**config.mk**
```make
export PLATFORM = sky130hd
export DESIGN_NAME = vic_vect_prio
export DESIGN_NICKNAME = d
export VERILOG_FILES = /design/src/rtl/vic_vect_prio_pkg.sv /design/src/rtl/vic_prio_enc.sv /design/src/rtl/vic_vect_prio.sv
export SDC_FILE = /design/constraint.sdc
export NUM_CORES = 1
export LEC_CHECK = 0
export ABC_AREA = 1
export CELL_PAD_IN_SITES_DETAIL_PLACEMENT = 0
export CELL_PAD_IN_SITES_GLOBAL_PLACEMENT = 2
export CORE_MARGIN = 4
export CORE_UTILIZATION = 21
export CTS_CLUSTER_DIAMETER = 200
export CTS_CLUSTER_SIZE = 16
export DETAILED_ROUTE_END_ITERATION = 7
export GPL_TIMING_DRIVEN = 0
export HOLD_SLACK_MARGIN = 0.05
export PLACE_DENSITY_LB_ADDON = 0.1
export SLEW_MARGIN = 20
export SYNTH_ARGS = -nofsm -noshare
export SYNTH_HDL_FRONTEND = slang
export SYNTH_SLANG_ARGS = --single-unit
```
**constraint.sdc**
```tcl
create_clock -name clk -period 5.2 [get_ports clk]
set_clock_uncertainty 0.1 [all_clocks]
set_input_delay 0.52 -clock clk [delete_from_list [all_inputs] [get_ports clk]]
set_output_delay 0.52 -clock clk [all_outputs]
set_load 0.1 [all_outputs]
```
**src/rtl/vic_vect_prio_pkg.sv**
```systemverilog
// Shared constants for the vectored priority resolver.
//   VIC_INTW      number of interrupt sources
//   VIC_ADDR_BW   vector address width
//   VIC_NVECT     number of vectored slots (slot 0 = highest priority)
//   VIC_PRIO_W    width of a priority level index
//   VIC_DEF_PRIO  level used by the default (non-vectored) request
//   RST_ENABLE    active level of rst
package vic_vect_prio_pkg;
   localparam int   VIC_INTW     = 32;
   localparam int   VIC_ADDR_BW  = 32;
   localparam int   VIC_NVECT    = 16;
   localparam int   VIC_PRIO_W   = 5;
   localparam int   VIC_DEF_PRIO = 16;
   localparam int   VIC_NLEVEL   = VIC_NVECT + 1;
   localparam logic RST_ENABLE   = 1'b1;
endpackage

```
**src/rtl/vic_prio_enc.sv**
```systemverilog
// Combinational lowest-set-bit finder.
//   req   in  N-bit request vector, bit 0 is the highest priority
//   idx   out index of the lowest set bit (VIC_DEF_PRIO when req is empty)
//   valid out any bit of req set
module vic_prio_enc
   import vic_vect_prio_pkg::*;
#(
   parameter int N  = VIC_NLEVEL,
   parameter int IW = VIC_PRIO_W
) (
   input  logic [N-1:0]  req,
   output logic [IW-1:0] idx,
   output logic          valid
);

   // Scan from the top down so the lowest set bit is the last one written.
   always_comb begin
      idx   = IW'(VIC_DEF_PRIO);
      valid = 1'b0;
      for (int k = N - 1; k >= 0; k--) begin
         if (req[k]) begin
            idx   = IW'(k);
            valid = 1'b1;
         end
      end
   end

endmodule

```
**src/rtl/vic_vect_prio.sv**
```systemverilog
// Vectored priority resolver: picks the highest-priority pending request that
// is not masked by the in-service nesting state, and drives the registered
// IRQ request and vector address to the CPU.
//   clk, rst        clock, synchronous active-high reset
//   irq_status      masked, level-sensitive IRQ sources
//   vect_cntl       per slot 6 bits: [5] enable, [4:0] source number
//   vect_addr       per slot ISR address
//   def_vect_addr   address for non-vectored requests
//   vectaddr_rd     CPU read of VICVectAddr (acknowledge, push)
//   vectaddr_wr     CPU write of VICVectAddr (end-of-interrupt, pop)
//   irq_req         registered request, active high
//   vect_addr_out   registered vector address of the current winner
//   in_service      registered in-service mask, top bit = default level
module vic_vect_prio
   import vic_vect_prio_pkg::*;
#(
   parameter int NUM_VECT = VIC_NVECT,
   parameter int INTW     = VIC_INTW,
   parameter int ADDR_BW  = VIC_ADDR_BW
) (
   input  logic                        clk,
   input  logic                        rst,
   input  logic [INTW-1:0]             irq_status,
   input  logic [NUM_VECT*6-1:0]       vect_cntl,
   input  logic [NUM_VECT*ADDR_BW-1:0] vect_addr,
   input  logic [ADDR_BW-1:0]          def_vect_addr,
   input  logic                        vectaddr_rd,
   input  logic                        vectaddr_wr,
   output logic                        irq_req,
   output logic [ADDR_BW-1:0]          vect_addr_out,
   output logic [NUM_VECT:0]           in_service
);

   localparam int NLVL = NUM_VECT + 1;
   localparam int PW   = $clog2(NLVL);
   localparam logic [PW-1:0] DEF_LVL = PW'(NUM_VECT);

   logic [INTW-1:0]    claimed;
   logic [NLVL-1:0]    cand;
   logic [NLVL-1:0]    below_mask;
   logic [NLVL-1:0]    eligible;
   logic [NLVL-1:0]    popped;
   logic [NLVL-1:0]    in_service_nxt;
   logic [PW-1:0]      mask_idx;
   logic               mask_valid;
   logic [PW-1:0]      win_idx;
   logic               win_valid;
   logic [ADDR_BW-1:0] win_addr;
   logic [PW-1:0]      w_reg;
   logic               w_valid;

   // Slot candidates; the default level catches any pending source that no
   // enabled slot claims.
   always_comb begin
      claimed = '0;
      cand    = '0;
      for (int i = 0; i < NUM_VECT; i++) begin
         if (vect_cntl[6*i+5]) begin
            claimed[vect_cntl[6*i +: 5]] = 1'b1;
            cand[i] = irq_status[vect_cntl[6*i +: 5]];
         end
      end
      cand[NUM_VECT] = |(irq_status & ~claimed);
   end

   // CPU handshake: vectaddr_rd and vectaddr_wr are single-cycle pulses with
   // no back-pressure. rd pushes the registered winner (only if it is valid),
   // wr pops the lowest set in-service bit; when both arrive together the pop
   // is applied first. The pop clears the lowest set bit with x & (x - 1).
   always_comb begin
      popped         = vectaddr_wr ? (in_service & (in_service - NLVL'(1))) : in_service;
      in_service_nxt = popped;
      if (vectaddr_rd && w_valid) begin
         in_service_nxt[w_reg] = 1'b1;
      end
   end

   // The mask level is taken from the post-update mask so irq_req drops on
   // the same edge that records the acknowledge.
   vic_prio_enc #(.N(NLVL), .IW(PW)) u_mask_enc (
      .req   (in_service_nxt),
      .idx   (mask_idx),
      .valid (mask_valid)
   );

   always_comb begin
      below_mask = '0;
      for (int k = 0; k < NLVL; k++) begin
         below_mask[k] = !mask_valid || (PW'(k) < mask_idx);
      end
      eligible = cand & below_mask;
   end

   vic_prio_enc #(.N(NLVL), .IW(PW)) u_win_enc (
      .req   (eligible),
      .idx   (win_idx),
      .valid (win_valid)
   );

   always_comb begin
      win_addr = def_vect_addr;
      for (int i = 0; i < NUM_VECT; i++) begin
         if (win_valid && (win_idx == PW'(i))) begin
            win_addr = vect_addr[ADDR_BW*i +: ADDR_BW];
         end
      end
   end

   always_ff @(posedge clk) begin
      if (rst == RST_ENABLE) begin
         in_service    <= '0;
         w_reg         <= DEF_LVL;
         w_valid       <= 1'b0;
         vect_addr_out <= '0;
      end else begin
         in_service    <= in_service_nxt;
         w_reg         <= win_idx;
         w_valid       <= win_valid;
         vect_addr_out <= win_addr;
      end
   end

   assign irq_req = w_valid;

endmodule

```
# Word-level counts from Yosys, hierarchy flattened
# Cells that the tools add are included.
totals:
  ff_bits: 55
  in_bits: 676
  out_inout_bits: 50
classes:
  addsub: 1
  n_lt_le_gt_ge: 51
  n_eq_ne: 15
  muxes: 182
  n_bitwise: 20
  n_reduce_logical: 54
op_table:
  columns: ["operator", "n"]
  rows:
  - ["2-to-1 mux 32 bit", 32]
  - ["OR 32 bit", 15]
  - ["2-to-1 mux 5 bit", 32]
  - ["less-than comparator 5 x 6 -> 1 bit (second input constant)", 17]
  - ["demux 1 bit (select 5 bit)", 17]
  - [">= comparator 5 x 1 -> 1 bit (second input constant)", 17]
  - ["2-to-1 mux 1 bit", 83]
  - ["binary-select mux 1 bit (select 5 bit)", 16]
  - ["== test 5 x 4 -> 1 bit (second input constant)", 8]
  - ["less-than comparator 4 x 5 -> 1 bit (first input constant)", 8]
  - ["bitwise AND 17 bit", 2]
  - ["logical AND 1 bit", 34]
  - ["2-to-1 mux 17 bit", 2]
  - ["bitwise AND 32 bit", 1]
  - ["inverter 32 bit", 1]
  - ["OR reduction 32 bit", 1]
  - ["== test 5 x 3 -> 1 bit (second input constant)", 4]
  - ["less-than comparator 3 x 5 -> 1 bit (first input constant)", 4]
  - ["logical OR 1 bit", 17]
  - ["OR 17 bit", 1]
  - ["subtractor 17 x 1 -> 17 bit (second input constant)", 1]
  - ["== test 5 x 2 -> 1 bit (second input constant)", 2]
  - ["less-than comparator 1 x 5 -> 1 bit (first input constant)", 2]
  - ["less-than comparator 2 x 5 -> 1 bit (first input constant)", 2]
  - ["4 further kinds", 4]

# Longest topological paths before layout
# Gate-level depths: netlist (run 1).
depth:
  ltp_word: 73
  mapped_depth: 48
  ltp_nobuf: 48

# Hierarchy
# From an unflattened synthesis (run 1), not the netlist that was laid out.
unflattened:
  cells_unflattened: 3021
  area_unflattened_um2: 15493.6
modules_own_cells:
  columns: ["module", "instances", "cells_each", "area_each_um2", "seq_area_each_um2"]
  rows:
  - ["vic_vect_prio", 1, 2917, 15045.7, 1101.1]
  - ["vic_prio_enc", 2, 52, 224.0, 0.0]

# Least setup slack after synthesis (run 1)
# OpenSTA, ideal clock, no wires.
synth_timing:
  path_type: "flip-flop to flip-flop"
  from: "register w_valid (netlist: irq_req)"
  to: "register vect_addr_out[25]"
  setup_time_ns: 0.119
  arrival_ns: 4.345
  required_ns: 4.981
  slack_ns: 0.636
  stages_incl_launch_ff: 44
  path_cell_list: "dfxtp_1 nand2_1 inv_1 nand3_1 nor2_1 a21oi_2 nand2_1 nand2_1 nand2_1 nand2_1 nand2_1 nand2_1 nand2_1 nand2_1 nand2_1 nand2_1 nand2_1 nand2_1 [... 8 more ...] nand2_1 nand2_2 a31oi_4 nand2_2 buf_2 or2_0 nand3_1 nand2_1 nand2_1 nand2_1 nand3_1 nand3_1 nand3_1 nand2_1 nand2_1 nand3_1 nand2_1 a21oi_1"
synth_via:
  elab_chain_len: 56
  elab_cells_between_ends: 152
synth_rtl:
  columns: ["item", "line", "text"]
  rows:
  - ["start: declaration", "vic_vect_prio.sv:50", "logic w_valid;"]
  - ["start signal: assignment", "vic_vect_prio.sv:118", "w_valid <= win_valid;"]
  - ["logical AND 1 bit (*)", "vic_vect_prio.sv:73", "if (vectaddr_rd && w_valid) begin"]
  - ["2-to-1 mux 17 bit (*)", "vic_vect_prio.sv:73", null]
  - ["branches (longest 19 deep; another with 2-to-1 mux 5 bit)", null, null]
  - ["bitwise AND 17 bit (*)", "vic_vect_prio.sv:91", "eligible = cand & below_mask;"]
  - ["2-to-1 mux 5 bit / 2-to-1 mux 1 bit (equally long branches) (16 in a row)", "vic_prio_enc.sv:21", "if (req[k]) begin"]
  - ["zero test 5 bit / 2-to-1 mux 1 bit (equally long branches)", "vic_vect_prio.sv:103, vic_prio_enc.sv:21", null]
  - ["logical AND 1 bit", "vic_vect_prio.sv:103", "if (win_valid && (win_idx == PW'(i))) begin"]
  - ["2-to-1 mux 32 bit (15 in a row)", "vic_vect_prio.sv:103", null]
  - ["2-to-1 mux 32 bit (*)", "vic_vect_prio.sv:103", null]
  - ["end signal: assignment", "vic_vect_prio.sv:119", "vect_addr_out <= win_addr;"]
  - ["end: declaration", "vic_vect_prio.sv:30", "output logic [ADDR_BW-1:0] vect_addr_out,"]
# Mark *: on every way between the ends.
# A chain may end at the register's enable or synchronous reset.

# Final worst setup path (run 1)
layout_timing:
  from: "input irq_status[5]"
  to: "register vect_addr_out[10]"
layout_via:
  elab_chain_len: 38
  elab_cells_between_ends: 132
layout_rtl:
  columns: ["item", "line", "text"]
  rows:
  - ["start: declaration", "vic_vect_prio.sv:23", "input logic [INTW-1:0] irq_status,"]
  - ["binary-select mux 1 bit (select 5 bit)", "vic_vect_prio.sv:60", "cand[i] = irq_status[vect_cntl[6*i +: 5]];"]
  - ["2-to-1 mux 1 bit (not written as such)", "vic_vect_prio.sv:60", null]
  - ["2-to-1 mux 1 bit", "vic_vect_prio.sv:58", "if (vect_cntl[6*i+5]) begin"]
  - ["bitwise AND 17 bit (*)", "vic_vect_prio.sv:91", null]
  - ["2-to-1 mux 5 bit (16 in a row)", "vic_prio_enc.sv:21", null]
  - ["zero test 5 bit", "vic_vect_prio.sv:103", null]
  - ["logical AND 1 bit", "vic_vect_prio.sv:103", null]
  - ["2-to-1 mux 32 bit (15 in a row)", "vic_vect_prio.sv:103", null]
  - ["2-to-1 mux 32 bit (*)", "vic_vect_prio.sv:103", null]
# Every way passes the cells marked *; elsewhere a longest branch is shown, timed or not. The select of a mux whose other input is x is not followed.

==> results of run 1 <==
## where the power goes
part	total, mW	internal, mW	switching, mW
Combinational	8.18	2.66	5.52
Clock	0.366	0.194	0.172
Sequential	0.620	0.548	0.0715
Total	9.17	3.41	5.76
## worst paths after layout
path                            cells after the start           start           endpoint
worst max-delay path                               32   irq_status[5]  vect_addr_out[10]
worst min-delay path                                2  in_service[16]     in_service[16]
worst max register to register                     39         irq_req  vect_addr_out[10]
worst min register to register                      2  in_service[16]     in_service[16]
## synthesized netlist by cell type, types with 4 or more instances
| cell type | instances | area share (%) |
|---|---|---|
| clkbuf_1 | 165 | 3.7 |
| o41ai_1 | 7 | 0.36 |
| nor3_1 | 256 | 7.6 |
| dfxtp_1 | 55 | 6.5 |
| a32oi_1 | 10 | 0.52 |
| buf_6 | 4 | 0.27 |
| a21oi_2 | 11 | 0.57 |
| or2_2 | 67 | 2.5 |
| a22oi_1 | 95 | 4.2 |
| nor2_2 | 5 | 0.19 |
| nand2_2 | 6 | 0.22 |
| o221ai_1 | 63 | 3.3 |
| nor4_1 | 14 | 0.52 |
| a31oi_1 | 116 | 4.3 |
| inv_2 | 7 | 0.16 |
| buf_4 | 4 | 0.18 |
| buf_2 | 39 | 1.2 |
| o22ai_1 | 138 | 5.1 |
| nand3_1 | 459 | 14 |
| a221oi_1 | 20 | 1.0 |
| a21oi_1 | 123 | 3.7 |
| nor2_1 | 165 | 3.7 |
| inv_1 | 347 | 7.7 |
| a22o_1 | 10 | 0.52 |
| nor2_4 | 5 | 0.33 |
| nand4_1 | 64 | 2.4 |
| o21ai_0 | 130 | 3.9 |
| or2_0 | 29 | 1.1 |
| o211ai_1 | 33 | 1.5 |
| o311ai_0 | 50 | 2.6 |
| nand2_1 | 544 | 12 |
| clkinv_1 | 26 | 0.58 |
| o31ai_1 | 28 | 1.2 |
| buf_1 | 12 | 0.27 |
| a311oi_1 | 12 | 0.62 |
## worst max-delay path, delay by kind of cell
family | cells | cell delay (ns)
AND/OR/NAND/NOR | 21 | 1.93
buffers and inverters | 6 | 1.60
AO/OA/AOI/OAI | 5 | 1.20
## cells by family (layout without fill, tap and decap cells)
family	Yosys count	in the layout	share of synthesized area, %
compound gates	863	863	34.4
buf+inv	607	1391	14.1
flops	55	55	6.54
other cells	0	16	0
simple gates	1625	1626	44.9
## per-stage QoR
step	hold slack, ns	cells	utilization (%)	TNS, ns
5_1_grt	0.478	4992	35.3	-1.24
4_1_cts	0.446	4945	33.5	0
2_1_floorplan	0.425	3150	-	0
3_5_place_dp	0.427	4917	32.0	-76.72
3_3_place_gp	0.421	4909	31.8	-85.76
6_report	0.447	5001	35.3	0
## metal layers
metal | part of all wire (%) | global-route usage (%) | up-vias
li1 | - | - | 13000
met1 | 43 | 49.8 | 14100
met2 | 42 | 55.1 | 1915
met3 | 11 | 11.9 | 278
met4 | 3.5 | 10.1 | 16
met5 | 0.13 | 1.59 | -
## layout make-up
type / count / share of cell area (%)
Multi-Input combinational cell: 2489 / 52.6
Timing Repair Buffer: 778 / 27.7
Inverter: 380 / 5.43
Buffer: 225 / 4.96
Tap cell: 1050 / 4.69
Sequential cell: 55 / 3.94
Clock buffer: 7 / 0.509
Antenna cell: 16 / 0.143
Clock inverter: 1 / 0.0313
## what timing repair did
action	4_1_cts	5_1_grt
hold buffers	0	0
buffers inserted	21	37
pin swaps	15	55
endpoints found under the hold margin	0	0
cloned	0	4
resized for setup	290	358
setup endpoints to repair	33	32
==> impl_results.md, run 1 <==
* Total CTS buffers at 5
* Num ports at 726
* Detail Placement HPWL at 139000 um
* Row count at 103
* Unrepaired setup endpoints after global routing: yes
* Largest net degree at the start of global routing at 17
* Pleak at 11.2 nW
* Startpoint type of the worst setup path: primary input
* Reg2Reg Setup Slack at 0.27 ns
* Most frequent cells in the layout: clkdlybuf4s50_1, nand2_1, nand3_1
* Multi-input logic area at 14700 sq um
* Drc violations at 0
* Final min period at 5.13 ns
* Htree depth at 2
* Clock-pin slew on the worst setup and hold paths at 0.07 ns
* Hold Crit Class: flip-flop to flip-flop
* Status: finished, final reports clean
* CP Capture Type: flip-flop
* Nets@finish at 4610
* Slowest CP cell: clkbuf_1
* Fmax at 195 MHz
* CTS tree: yes
* Tot GR Track Use at 36.6%
* Worst path most repeated cell: nand2_1
* Library cells used by synthesis at 56
* Peak VDD IR at 0.403 mV
* Max Cap Violations at 0
* DRT antenna net count at 0
* Syn avg cell area at 5.34 sq um
* Die ar. at 84700 sq um
* Root Driver: clkbuf_16
* Starting density of the core at 21.2%
* Routability congestion estimate at 1.07
* Max reg flops at 32
* Global-route wire length before repair at 223000 um
* Setup violations, final at 0
* Cell Pwr Density at 327 nW/um^2
* Final Hold Vio Count at 0
* Max incr delay on CP at 0.68 ns
* Register area at 1100 sq um
* Yosys warning total at 0
* Clock Sinks at 55
* Post-synth EDFFs at 0
* Routed WL at 168000 um
* Post-synthesis net count at 3826
* DIE WIDTH at 291 um
* Synth Register Bits at 55
* Clock Path Buffers at 2
* Via count at 29400
* Sequential area share after synthesis at 6.54%
* Crit Path Max Fanout at 10
* Vias/cell at 5.87
* Mapped Area at 16800 sq um
* Crit share post-route at 98.6%
* TritonRoute pass-1 iters at 7
* Number of global-route vias before repair at 27100
* Data arrival, critical path at 5.26 ns
* Initial antenna violation count at 25
* Kind of critical path: primary input to flip-flop
* Initial DRC count at 3548
* Final Slew Violations at 0
* Skew-Pair Late Insertion Delay at 0.31 ns
* Fillers at 8865
* Post-synth ARST share at 0%
* Worst Tran Pin Value at 1.43 ns
* DP Area at 25400 sq um
* Ys flop type: dfxtp_1
* Total core area at 79300 sq um
* Total gr overflow at 0
* DIE HEIGHT at 291 um
* Slew Limit Headroom at 3.39%
* Routed WL per cell at 33.6 um
* Area grow syn2layout at 66.4%
* Worst path required time at 5.34 ns
* I/O Buffers at 709
* Design Area, Final at 28000 sq um
* Commonest non-fill, non-tap cell in the layout: clkdlybuf4s50_1
* Final WS setup at 0.0721 ns
* Fraction of layout cells with a size suffix above 1 at 15.7%
* Mapped Cells at 3150
* Design Power at 9.17 mW
* Pre-CTS setup slack at -2.65 ns
No activity file was read; power rests on OpenSTA's default activity.
==> run 2: changes to the inputs <==
--- a/config.mk
+++ b/config.mk
@@ -20,3 +20,4 @@
 export SYNTH_ARGS = -nofsm -noshare
 export SYNTH_HDL_FRONTEND = slang
 export SYNTH_SLANG_ARGS = --single-unit
+export TNS_END_PERCENT = 100
==> results of run 2 <==
The final DEF is identical to that of run 1; final timing and power are the same.
